`src/rtl/arb_pkt_mux.sv`:
```
// arb_pkt_mux: requests the arbiter on behalf of NREQ packet sources and muxes the granted source onto one stream.
// The grant is latched per packet; RELEASE/GAP drop the owner's request so the arbiter can move on.
module arb_pkt_mux #(
   parameter int NREQ       = 4,
   parameter int DATA_WIDTH = 16
) (
   input  logic                       clk,
   input  logic                       rst,
   input  logic [NREQ-1:0]            inValid,
   input  logic [NREQ*DATA_WIDTH-1:0] inData,
   input  logic [NREQ-1:0]            inLast,
   output logic [NREQ-1:0]            inReady,
   output logic [NREQ-1:0]            reqBus,
   output logic                       reqArb,
   input  logic [NREQ-1:0]            grantBus,
   output logic                       outValid,
   output logic [DATA_WIDTH-1:0]      outData,
   output logic                       outLast,
   input  logic                       outReady,
   output logic                       grantErr
);
   localparam int SW = NREQ > 1 ? $clog2(NREQ) : 1;
   typedef enum logic [1:0] {IDLE, XFER, RELEASE, GAP} state_t;
   state_t                r_state, w_next;
   logic [SW-1:0]         r_sel, w_sel, w_g;
   logic [NREQ-1:0]       r_gnt, r_req, w_rdy;
   logic                  r_arb, r_err, w_xfer, w_multi, w_start, w_err;
   logic [DATA_WIDTH-1:0] w_data;
   always_comb begin
      w_g = '0;
      w_data = '0;
      w_rdy = '0;
      for (int i = 0; i < NREQ; i++) begin
         if (grantBus[i]) w_g = SW'(i);
         if (SW'(i) == r_sel) w_data = inData[i*DATA_WIDTH +: DATA_WIDTH];
      end
      w_xfer = r_state == XFER;
      w_rdy[r_sel] = w_xfer & outReady;
      outValid = w_xfer & inValid[r_sel];
      outLast = w_xfer & inLast[r_sel];
      outData = w_xfer ? w_data : '0;
      w_multi = |(grantBus & (grantBus - NREQ'(1)));
      // a one-hot grant to a source that already dropped valid is a lagging grant, not an error
      w_start = r_state == IDLE && |grantBus && !w_multi && inValid[w_g];
      w_next = w_start ? XFER :
               (w_xfer && outValid && outReady && outLast) ? RELEASE :
               r_state == RELEASE ? GAP :
               r_state == GAP ? IDLE : r_state;
      w_sel = w_start ? w_g : r_sel;
      w_err = (r_state == IDLE && w_multi) || (w_xfer && grantBus != r_gnt);
   end
   always_ff @(posedge clk) begin
      if (rst) begin
         r_state <= IDLE;
         r_sel <= '0;
         r_gnt <= '0;
         r_req <= '0;
         r_arb <= 1'b0;
         r_err <= 1'b0;
      end else begin
         r_state <= w_next;
         r_sel <= w_sel;
         r_gnt <= grantBus;
         r_arb <= w_next == RELEASE;
         r_err <= w_err;
         // owner's request is held through XFER and dropped for RELEASE and GAP
         for (int i = 0; i < NREQ; i++)
            r_req[i] <= (SW'(i) == w_sel && w_next != IDLE) ? w_next == XFER : inValid[i];
      end
   end
   assign inReady = w_rdy;
   assign reqBus = r_req;
   assign reqArb = r_arb;
   assign grantErr = r_err;
endmodule

```
`config.mk`:
```
export PLATFORM = sky130hd
export DESIGN_NAME = arb_pkt_mux
export DESIGN_NICKNAME = d
export VERILOG_FILES = /design/src/rtl/arb_pkt_mux.sv
export SDC_FILE = /design/constraint.sdc
export NUM_CORES = 1
export LEC_CHECK = 0
export BUFFER_PORTS_ARGS = -buffer_cell sky130_fd_sc_hd__buf_2
export CAP_MARGIN = 5
export CORE_UTILIZATION = 35
export DETAILED_ROUTE_END_ITERATION = 8
export GPL_ROUTABILITY_DRIVEN = 0
export PLACE_DENSITY = 0.83
export REMOVE_ABC_BUFFERS = 1
export SYNTH_ARGS = -nofsm -noshare
export SYNTH_HDL_FRONTEND = slang
export SYNTH_SLANG_ARGS = --single-unit
```
`constraint.sdc`:
```
create_clock -name clk -period 2.6 [get_ports clk]
set_input_delay 0.78 -clock clk [delete_from_list [all_inputs] [get_ports clk]]
set_output_delay 0.78 -clock clk [all_outputs]
set_load 0.01 [all_outputs]
```
==> out/metrics.csv <==
metric;value;unit
status;finished, final reports clean;
drive_above_1_share;0.606;
endpoint_kind;output pin;
ys_ff_latch;14;
yosysTopAreaCellShare;0.309;
worstSetupPathType;input port to output pin;
finalHoldViolCount;0;
finish.instance_area;1940;um^2
crit_buf_inv;2;
synth_top_area_cell;mux4_2;
ctsResizeCount;0;
drc;0;
synth_compound_area_frac;0.126;
wl_per_cell;14.6;um
grt_pass1_vias;1386;
postRouteAntennaNets;0;
finalWorstSetupSlack;0.139;ns
antenna_found_initial;0;
critPathMostFrequentCell;buf_2;
ys_warn_count;0;
synth_edf_count;0;
final_util;0.559;
final_common_cell;buf_2;
nFillCells;320;
cap_violations;0;
max_freq;0.406;GHz
rsz0062_at_grt;no;
synth-xor-area-share;0.0267;
numCtsBuffers;3;
die_h;63.2;um
hold_ws;0.696;ns
detailroute.via_count;1453;
hold_path_depth;3;
layout_common_cells;buf_2 (106), mux4_2 (18), and2_1 (18), dfxtp_1 (14);
synth_flop_cell;dfxtp_1;
place_area;1880;um^2
hold_buffers;0;
r2r_start;r_state[0];
dp.cells;273;
reg2reg_depth;6;
hold_start;r_gnt[2];
period_share;0.946;
hold_path_end;grantErr;
r2r_setup_slack;0.74;ns
dieArea;3990;um^2
grt_pass1_wl;6.20;mm
period_needed;2.46;ns
cts_htree_levels;1;
cts.path.max_buffers;2;
critPathMaxStageDelay;0.48;ns
nNetsFinal;314;
die_w;63.2;um
reg2reg_to;reqBus[0];
leakagePower;0.932;nW
dp_hpwl;3.29;mm
synthArstFlopShare;0;
antenna_cells;0;
skew;0.000618;ns
syn_inst;128;
clock_sinks;14;
root_buffer;clkbuf_8;
area_growth;48.0;%
drtIter0Drc;72;
vias_per_cell;5.25;
hold_class;register to register;
syn_area_per_cell;10.2;um^2
instances_no_fill;277;
yosys.area_share.simple;0.204;
cts_setup_buffers;0;
slowest_stage;mux4_2;
crit_arrival;1.68;ns
coreArea;3470;um^2
setup_violations;0;
slew_headroom;0.714;
cp_max_fo;3;
peakVddDrop;347;uV
slew_violations;0;
finalPower;0.743;mW
synth_adder_area_share;0.0372;
port_buffers;106;
cts_tree;yes;
syn_area;1310;um^2
initial_core_util;0.378;
dp_slack;0.0587;ns
global_route.usage.total;0.200;
synthMuxAreaShare;0.326;
setup_tns;0;ns
rows;21;
grt.overflow.total;0;
power.density;383;nW/um^2
cp_data_required_time;1.82;ns
dr.pass1.iters;4;
wl;4.04;mm
path_cells;buf_2 -> mux4_2 -> and2_1 -> buf_2;
worst_slew_pin_slew;0.423;ns
pin_count;107;
startpoint_type;input port;
yosysUniqueCellTypes;35;
synth_top_family_by_area;multiplexers;
grt_start_max_net_pins;27;
synth_seq_area_share;0.214;
clock_latency;0.24;ns
synth.area.top_cells;mux4_2 (31%), dfxtp_1 (21%), and2_1 (8.6%);
clk_transition_reported_paths;0.06;ns
crit_family;multiplexers;
==> flip-flops by register name, indices dropped and copies added, names as in the netlist <==
name / cells
r_gnt: 4
reqBus: 4
r_sel: 2
r_state: 2
grantErr: 1
reqArb: 1
==> synth_stat cells (all sizes together) (4+ instances only) <==
| cell | instances |
|---|---|
| a21oi | 5 |
| nand2 | 5 |
| nor2b | 7 |
| xor2 | 4 |
| dfxtp | 14 |
| and2 | 18 |
| nor2 | 7 |
| buf | 6 |
| clkbuf | 6 |
| mux4 | 18 |
| inv | 6 |
==> worst max path at each step <==
stage / startpoint / end / slack, ns / depth (start not counted)
2_1_floorplan: r_sel[0] / outValid / -0.05 / 2
3_3_place_gp: grantBus[1] / reqBus[0] / 0.11 / 6
3_5_place_dp: grantBus[1] / reqBus[0] / 0.06 / 6
4_1_cts: inValid[3] / outValid / 0.14 / 4
5_1_grt: r_sel[0] / outLast / 0.08 / 4
6_report: inValid[3] / outValid / 0.14 / 4
==> layout make-up <==
class / instances / area [um^2] / area share
repair buffers: 111 / 581 / 0.299
clock buffers: 4 / 55.1 / 0.0284
inverters: 6 / 22.5 / 0.0116
flip-flops and latches: 14 / 280 / 0.145
well taps: 46 / 57.6 / 0.0297
multi-input cells: 96 / 943 / 0.486
==> logic make-up (layout without fill, tap and decap cells) <==
kind of cell / Yosys count / in the layout
flip-flops: 14 / 14
AO/OA/AOI/OAI: 20 / 20
AND/OR/NAND/NOR: 48 / 48
multiplexers: 20 / 20
buffers and inverters: 18 / 121
XOR/XNOR: 4 / 4
adder cells (fa/ha/maj): 4 / 4
==> report_power, final <==
part / leakage (nW) / switching [mW] / total (mW) / internal, mW
sequential: 0.116 / 0.00558 / 0.235 / 0.229
clock: 0.0288 / 0.0759 / 0.210 / 0.134
combinational: 0.787 / 0.135 / 0.298 / 0.163
==> layer usage <==
metal  share of wire  global-route usage  vias to the layer above
met5               0                   0                        -
met4           0.012              0.0597                        0
met3           0.091              0.0399                        6
met2            0.53               0.384                       73
met1            0.37               0.217                      689
li1                -                   -                      685
==> tightest hold or removal path, delay by kind of cell (launching register included) <==
kind | cells | cell delay, ns
flops | 1 | 0.31
compound gates | 2 | 0.21
xor+xnor | 1 | 0.13
(Power assumes the default switching activity.)
